File: config.mk
export PLATFORM = sky130hd
export DESIGN_NAME = dec_input_key_gen_flat
export DESIGN_NICKNAME = d
export VERILOG_FILES = /design/src/rtl/dec_input_key_gen_if.sv /design/src/rtl/dec_input_key_gen.sv /design/src/flat_wrapper.sv
export SDC_FILE = /design/constraint.sdc
export NUM_CORES = 1
export LEC_CHECK = 0
export BUFFER_PORTS_ARGS = -buffer_cell sky130_fd_sc_hd__clkbuf_2
export CAP_MARGIN = 20
export CORE_MARGIN = 1.5
export CORE_UTILIZATION = 56
export CTS_CLUSTER_DIAMETER = 100
export DETAILED_ROUTE_END_ITERATION = 10
export PLACE_DENSITY = 0.83
export SYNTH_ARGS = -nofsm -noshare
export SYNTH_HDL_FRONTEND = slang
export SYNTH_SLANG_ARGS = --single-unit
export TNS_END_PERCENT = 10
File: constraint.sdc
create_clock -name Clk -period 2.4 [get_ports Clk]
set_input_delay 0.48 -clock Clk [delete_from_list [all_inputs] [get_ports Clk]]
set_output_delay 0.48 -clock Clk [all_outputs]
set_load 0.02 [all_outputs]
File: src/rtl/dec_input_key_gen_if.sv
// Serial key/mode command bundle between a command source and the key decoder.
//   InputKey : serial key/mode bit, qualified by ValidCmd
//   ValidCmd : bit qualifier; low aborts entry or ends the active session
//   Active   : decoder has accepted key and mode
//   Mode     : captured mode while Active, else zero
//   Error    : one-cycle pulse after a key-bit mismatch
//   Locked   : decoder is in lockout after repeated mismatches
interface dec_input_key_gen_if #(
  parameter int unsigned MODE_W = 2
);
  logic              InputKey;
  logic              ValidCmd;
  logic              Active;
  logic [MODE_W-1:0] Mode;
  logic              Error;
  logic              Locked;

  modport master (
    output InputKey, ValidCmd,
    input  Active, Mode, Error, Locked
  );

  modport slave (
    input  InputKey, ValidCmd,
    output Active, Mode, Error, Locked
  );
endinterface

File: src/rtl/dec_input_key_gen.sv
// Serial key decoder: matches a KEY_LEN-bit key (MSB first), then captures
// MODE_W mode bits and holds them while ValidCmd stays high. MAX_FAIL
// consecutive key mismatches lock the decoder out for LOCK_CYCLES cycles.
//   Clk   : rising-edge clock
//   Reset : asynchronous active-high reset
//   bus   : slave side of dec_input_key_gen_if (InputKey/ValidCmd in,
//           Active/Mode/Error/Locked out)
module dec_input_key_gen #(
  parameter int unsigned         KEY_LEN     = 4,
  parameter logic [KEY_LEN-1:0]  KEY         = 4'b1010,
  parameter int unsigned         MODE_W      = 2,
  parameter int unsigned         MAX_FAIL    = 3,
  parameter int unsigned         LOCK_CYCLES = 16
) (
  input  logic          Clk,
  input  logic          Reset,
  dec_input_key_gen_if.slave bus
);

  localparam int unsigned CNT_MAX = (KEY_LEN > MODE_W) ? KEY_LEN : MODE_W;
  localparam int unsigned IDX_W   = $clog2(CNT_MAX) + 1;
  localparam int unsigned FAIL_W  = $clog2(MAX_FAIL + 1);
  localparam int unsigned LCK_W   = $clog2(LOCK_CYCLES + 1);

  typedef enum logic [1:0] {
    S_MATCH    = 2'd0,
    S_MODE_CAP = 2'd1,
    S_ACTIVE   = 2'd2,
    S_LOCKOUT  = 2'd3
  } state_t;

  state_t            state;
  logic [IDX_W-1:0]  idx;
  logic [FAIL_W-1:0] fail_cnt;
  logic [LCK_W-1:0]  lock_cnt;
  logic [MODE_W-1:0] mode_q;
  logic              err_q;
  logic              exp_bit;

  // Key bit expected at the current index (MSB of KEY is received first).
  always_comb begin
    exp_bit = 1'b0;
    for (int i = 0; i < KEY_LEN; i++) begin
      if (idx == IDX_W'(i)) exp_bit = KEY[KEY_LEN-1-i];
    end
  end

  // Decoder state machine with its counters and the Error pulse register.
  always_ff @(posedge Clk or posedge Reset) begin
    if (Reset) begin
      state    <= S_MATCH;
      idx      <= '0;
      fail_cnt <= '0;
      lock_cnt <= '0;
      mode_q   <= '0;
      err_q    <= 1'b0;
    end else begin
      err_q <= 1'b0;
      case (state)
        S_MATCH: begin
          if (!bus.ValidCmd) begin
            idx <= '0;
          end else if (bus.InputKey == exp_bit) begin
            if (idx == IDX_W'(KEY_LEN - 1)) begin
              state <= S_MODE_CAP;
              idx   <= '0;
            end else begin
              idx <= idx + IDX_W'(1);
            end
          end else begin
            // Mismatching bit is dropped; the next valid bit is key bit 0.
            idx   <= '0;
            err_q <= 1'b1;
            if (fail_cnt == FAIL_W'(MAX_FAIL - 1)) begin
              state    <= S_LOCKOUT;
              lock_cnt <= LCK_W'(LOCK_CYCLES);
              fail_cnt <= '0;
            end else begin
              fail_cnt <= fail_cnt + FAIL_W'(1);
            end
          end
        end

        S_MODE_CAP: begin
          if (!bus.ValidCmd) begin
            state <= S_MATCH;
            idx   <= '0;
          end else begin
            mode_q <= MODE_W'({mode_q, bus.InputKey});
            if (idx == IDX_W'(MODE_W - 1)) begin
              state    <= S_ACTIVE;
              idx      <= '0;
              fail_cnt <= '0;
            end else begin
              idx <= idx + IDX_W'(1);
            end
          end
        end

        S_ACTIVE: begin
          if (!bus.ValidCmd) begin
            state <= S_MATCH;
            idx   <= '0;
          end
        end

        S_LOCKOUT: begin
          // Counter loaded with LOCK_CYCLES; leaving on the edge it hits 0
          // keeps Locked high for exactly LOCK_CYCLES cycles.
          if (lock_cnt <= LCK_W'(1)) begin
            state    <= S_MATCH;
            lock_cnt <= '0;
            idx      <= '0;
          end else begin
            lock_cnt <= lock_cnt - LCK_W'(1);
          end
        end

        default: begin
          state    <= S_MATCH;
          idx      <= '0;
          fail_cnt <= '0;
          lock_cnt <= '0;
        end
      endcase
    end
  end

  // Moore outputs decoded from registered state only.
  assign bus.Active = (state == S_ACTIVE);
  assign bus.Mode   = (state == S_ACTIVE) ? mode_q : '0;
  assign bus.Locked = (state == S_LOCKOUT);
  assign bus.Error  = err_q;

endmodule

File: src/flat_wrapper.sv
// flat-port wrapper written by rule: the top's interface ports become plain ports
module dec_input_key_gen_flat 
#(
  parameter int unsigned         KEY_LEN     = 4,
  parameter logic [KEY_LEN-1:0]  KEY         = 4'b1010,
  parameter int unsigned         MODE_W      = 2,
  parameter int unsigned         MAX_FAIL    = 3,
  parameter int unsigned         LOCK_CYCLES = 16
)
  (Clk, Reset, bus_InputKey, bus_ValidCmd, bus_Active, bus_Mode, bus_Error, bus_Locked);
  dec_input_key_gen_if #(.MODE_W(MODE_W)) bus_i ();
  input  logic Clk;
  input  logic Reset;
  input wire logic [$bits(bus_i.InputKey)-1:0] bus_InputKey;
  input wire logic [$bits(bus_i.ValidCmd)-1:0] bus_ValidCmd;
  output wire logic [$bits(bus_i.Active)-1:0] bus_Active;
  output wire logic [$bits(bus_i.Mode)-1:0] bus_Mode;
  output wire logic [$bits(bus_i.Error)-1:0] bus_Error;
  output wire logic [$bits(bus_i.Locked)-1:0] bus_Locked;
  assign bus_i.InputKey = bus_InputKey;
  assign bus_i.ValidCmd = bus_ValidCmd;
  assign bus_Active = bus_i.Active;
  assign bus_Mode = bus_i.Mode;
  assign bus_Error = bus_i.Error;
  assign bus_Locked = bus_i.Locked;
  dec_input_key_gen #(.KEY_LEN(KEY_LEN), .KEY(KEY), .MODE_W(MODE_W), .MAX_FAIL(MAX_FAIL), .LOCK_CYCLES(LOCK_CYCLES)) u_core (.Clk(Clk), .Reset(Reset), .bus(bus_i));
endmodule
==> Yosys cells after proc, flatten, opt, wreduce, memory -nomap -nowiden <==
Index checks and enable logic that the tools add are counted.
Widths: inputs -> output; s select.
{ "word_totals": {"out_inout_bits": 5, "register_bits": 15} }
{ "op_classes": {"mux": 36, "order_cmp": 1, "addsub": 3, "n_reduce_logical": 9, "eq_ne": 18} }
{ "op_table": {"columns": ["op", "count"], "rows": [
  ["$mux 2", 14],
  ["$mux 3", 7],
  ["$mux 5", 4],
  ["$pmux 3 s4", 1],
  ["$pmux 5 s2", 1],
  ["$ne 2x2->1 const B", 4],
  ["$pmux 2 s4", 1],
  ["$mux 1", 7],
  ["$eq 2x2->1 const B", 3],
  ["$eq 3x2->1 const B", 2],
  ["$ne 2x1->1 const B", 3],
  ["$reduce_and 6->1", 1],
  ["$le 5x1->1 const B", 1],
  ["$reduce_and 5->1", 1],
  ["$sub 5x1->5 const B", 1],
  ["$pmux 2 s2", 1],
  ["$reduce_and 2->1", 2],
  ["$reduce_and 4->1", 1],
  ["$reduce_bool 2->1", 2],
  ["$add 3x1->3 const B", 1],
  ["$eq 3x1->1 const B", 1],
  ["$logic_not 3->1", 1],
  ["$ne 3x1->1 const B", 1],
  ["$ne 3x2->1 const B", 1],
  ["5 further kinds", 5]
]} }

==> Logic depth before layout (Yosys ltp) <==
{ "depth": {"depth_word": 9, "mapped_depth": 6, "ltp_nobuf": 6} }

==> Least setup slack after synthesis <==
Ideal clock, no wire load.
{ "synth_timing": {"path_kind": "register to register", "start": "reg u_core.idx[0]", "end": "reg u_core.idx[0]", "arrival_ns": 1.784, "stages_incl_launch_ff": 7, "synth_period_minus_slack_ns": 1.860, "required_ns": 2.324, "setup_slack_ns": 0.540, "n_path_buf": 0, "cell_sequence": "dfrtp_1 > ha_1 > ha_1 > o21ai_0 > o21ai_4 > o41a_2 > o21ai_1"} }
{ "synth_via": {"elab_chain_len": 9, "elab_cells_between_ends": 16, "classes_between": "add/sub: 1; eq/ne: 4; mux: 10; reduce/logical: 1"} }
{ "synth_lines": {"columns": ["element", "line", "rtl"], "rows": [
  ["from (decl)", "dec_input_key_gen.sv:33", "logic [IDX_W-1:0] idx;"],
  ["from (signal assigned)", "dec_input_key_gen.sv:68", "idx <= idx + IDX_W'(1);"],
  ["from (signal assigned)", "dec_input_key_gen.sv:95", "idx <= idx + IDX_W'(1);"],
  ["$logic_not 3->1", "dec_input_key_gen.sv:44", "if (idx == IDX_W'(i)) exp_bit = KEY[KEY_LEN-1-i];"],
  ["$mux 1 (4 in a row)", "dec_input_key_gen.sv:44", null],
  ["$eq 1x1->1", "dec_input_key_gen.sv:63", "end else if (bus.InputKey == exp_bit) begin"],
  ["$mux 3", "dec_input_key_gen.sv:63", null],
  ["$mux 3", "dec_input_key_gen.sv:61", "if (!bus.ValidCmd) begin"],
  ["$pmux 3 s4 (*)", "dec_input_key_gen.sv:59", "case (state)"]
]} }
Mark *: on every way between the ends. The rest lies on a longest branch, timed or not.
A chain may end at the register's enable or synchronous reset.

==> Worst setup path after layout <==
Ends and elaborated chain as after synthesis.

==> impl_metrics.ini <==
[outcome]
status = finished clean

[cells_and_area]
stdcell_count = 123
area.growth.synth_to_final_pct = 8.058
post-route-cell-area_um2 = 1023
fin_nets = 120
drive_gt1_share_pct = 19.63
num_antenna_cells = 0

[yosys]
netlist_instances = 96
synth-warning-count = 0
synth_area_per_cell_um2 = 9.866
syn_nets = 108
synth_seq_area_share_pct = 39.63
ys_ff_latch = 15
synth.distinct_cells = 32
mappedNetlistArea_um2 = 947.2

[drt]
wl_per_cell_um = 14.38
drc_errors = 0
wl_mm = 1.769
drt_iter0_markers = 11
firstDrtPassIters = 4
viasPerCell = 5.943
ant_nets = 0
vias = 731

[global_route]
grt_pass1_wl_mm = 3.042
grt_pass1_vias = 704
overflow = 0
grt_max_degree = 16
grt.total_usage_pct = 22.33
antenna_found_initial = 0

[clock_tree]
hold_buffers = 0
cts_made_buffers = 3
root_buffer = clkbuf_4
cts_tree = done
cts_max_level = 1
post-cts-setup-buffers = 0
cts_resized = 0
clkTransAtPathRegs_ps = 90
cts_buffer_depth = 2
cts.sinks = 15
clk_latency_ps = 290

[placed_design]
io_buffers = 8
hpwlAfterDp_mm = 1.346
gp_congestion = 0.8339
placed_area_um2 = 996.0
placedCellCount = 119

[timing]
tightest_slew_ps = 566.9
tns_ps = 0
hold_violations = 0
period_needed_ps = 2027
fin_skew_ps = 4.753
whs_ps = 205.8
slew_viol_final = 0
relSlewSlack_pct = 62.17
rsz0062_at_grt = no
fmax_mhz = 493.3
setup_viol = 0
fin_crit_sh_pct = 84.46

[pwr]
peakVddDrop_mv = 0.6680
leakage_nw = 0.4770
p_per_area_nw_per_um2 = 1069

[job]
drv_cap = 0

[floorplan]
chipWidth_um = 44.13
rows = 14
die_area_um2 = 1947
num_io_pins = 9
dieHeight_um = 44.13
core_um2 = 1541
start_util_pct = 61.44

[worst_hold_path]
hp-class = input pin to asynchronous set/reset pin

[worst_setup_path]
cp-start-kind = flip-flop
required_ps = 2630
worst_r2r_startpoint = u_core.idx[0]
crit_path_end_kind = flip-flop
crit_path_max_fanout = 6
worstSetupPathType = flip-flop to flip-flop
worstPathArrival_ps = 2250
r2r-end = u_core.idx[0]
worst_r2r_path_depth = 6
rrSetupSlack_ps = 370
## layout make-up
class                      instances  area [µm²]
sequential                        15       375.4
clock buffer                       3       22.52
clock inverter                     1       5.005
tap                               16       20.02
fill                             140       518.0
timing repair buffer               8       40.04
multi-input combinational         70       523.0
inverter                          10       37.54
## kinds of logic (layout without fill, tap and decap cells)
logic type	after synthesis	in the layout	share of synthesized area, %
buffers and inverters	11	22	5.152
adders and majority gates	8	8	10.57
muxes	2	2	2.378
and+or+nand+nor	35	35	21.27
DFF	15	15	39.63
xor gates and xnor gates	1	1	0.9249
AOI/OAI and AO/OA	24	24	20.08
## synthesized netlist by cell type
| cell type | n | area share [%] |
|---|---|---|
| nand3b_1 | 3 | 2.4 |
| o21a_1 | 1 | 0.79 |
| mux2_2 | 2 | 2.4 |
| nand2_1 | 3 | 1.2 |
| or2_2 | 1 | 0.66 |
| o21bai_1 | 1 | 0.79 |
| a21oi_1 | 4 | 2.1 |
| inv_1 | 10 | 4.0 |
| a31o_2 | 1 | 0.92 |
| or3b_4 | 1 | 1.2 |
| nand3_1 | 2 | 1.1 |
| and2_1 | 3 | 2.0 |
| and2b_1 | 1 | 0.79 |
| nor2_1 | 8 | 3.2 |
| nor2b_1 | 3 | 2.0 |
| nor3_1 | 4 | 2.1 |
| a32o_1 | 5 | 5.3 |
| dfrtp_1 | 15 | 40 |
| o21ai_0 | 4 | 2.1 |
| o41a_2 | 1 | 1.3 |
| a221o_1 | 2 | 2.1 |
| nor3b_2 | 1 | 1.3 |
| ha_1 | 8 | 11 |
| o21ai_2 | 1 | 0.92 |
| o21ai_4 | 1 | 1.7 |
| o21ai_1 | 1 | 0.53 |
| or4_1 | 1 | 0.79 |
| o31ai_1 | 1 | 0.79 |
| xor2_1 | 1 | 0.92 |
| nand2b_1 | 4 | 2.6 |
| a31oi_1 | 1 | 0.66 |
| buf_6 | 1 | 1.2 |
## worst max-delay path, cell delays in order (launching register included)
cell and delay (ps):
dfrtp_1 430, ha_1 240, ha_1 220, o21ai_0 330, o21ai_4 140, o41a_2 480
o21ai_1 120
## report_power, final
group / internal [mW] / switching (mW)
clock: 0.0621 / 0.0857
sequential: 0.345 / 0.0955
combinational: 0.230 / 0.275
## flip-flops by register name (all words and copies together), names as in the netlist
register,flops
u_core.lock_cnt,5
u_core.idx,3
u_core.fail_cnt,2
u_core.mode_q,2
u_core.state,2
u_core.bus.Error,1
## metrics by stage
stage               worst slack, ps  power, mW  utilization, %
global route                  219.7      1.194           66.40
detailed placement            378.0     0.9485           64.61
floorplan                     539.8     0.8454               -
finish                        373.0      1.094           66.40
global placement              481.9     0.9207           64.61
CTS                           355.1      1.103           66.40
## worst max-delay path by stage
stage                        startpoint             to  slack, ps  cells after the start
after global routing      u_core.idx[0]  u_core.idx[0]        220                      6
after floorplan           u_core.idx[0]  u_core.idx[0]        540                      6
final                     u_core.idx[0]  u_core.idx[0]        370                      6
after CTS                 u_core.idx[0]  u_core.idx[0]        360                      6
after detailed placement  u_core.idx[0]  u_core.idx[0]        380                      6
after global placement    u_core.idx[0]  u_core.idx[0]        480                      6
## placed cells by master (no fill, tap or decap), types with 2 or more instances in the layout
master,synthesis,routed
nor3_1,4,4
nand3_1,2,2
a32o_1,5,5
mux2_2,2,2
dfrtp_1,15,15
and2_1,3,3
nand2_1,3,3
nand3b_1,3,3
ha_1,8,8
a21oi_1,4,4
inv_1,10,10
nor2_1,8,8
clkbuf_4,0,3
o21ai_0,4,4
nor2b_1,3,3
clkbuf_2,0,8
a221o_1,2,2
nand2b_1,4,4
## routing by layer
| layer | track usage [%] | wire length [µm] |
|---|---|---|
| met5 | 0 | 0 |
| met4 | 9.091 | 22 |
| met3 | 8.571 | 68 |
| met2 | 39.41 | 958 |
| met1 | 23.70 | 719 |
Note: power is estimated with default switching activity, not from simulation.
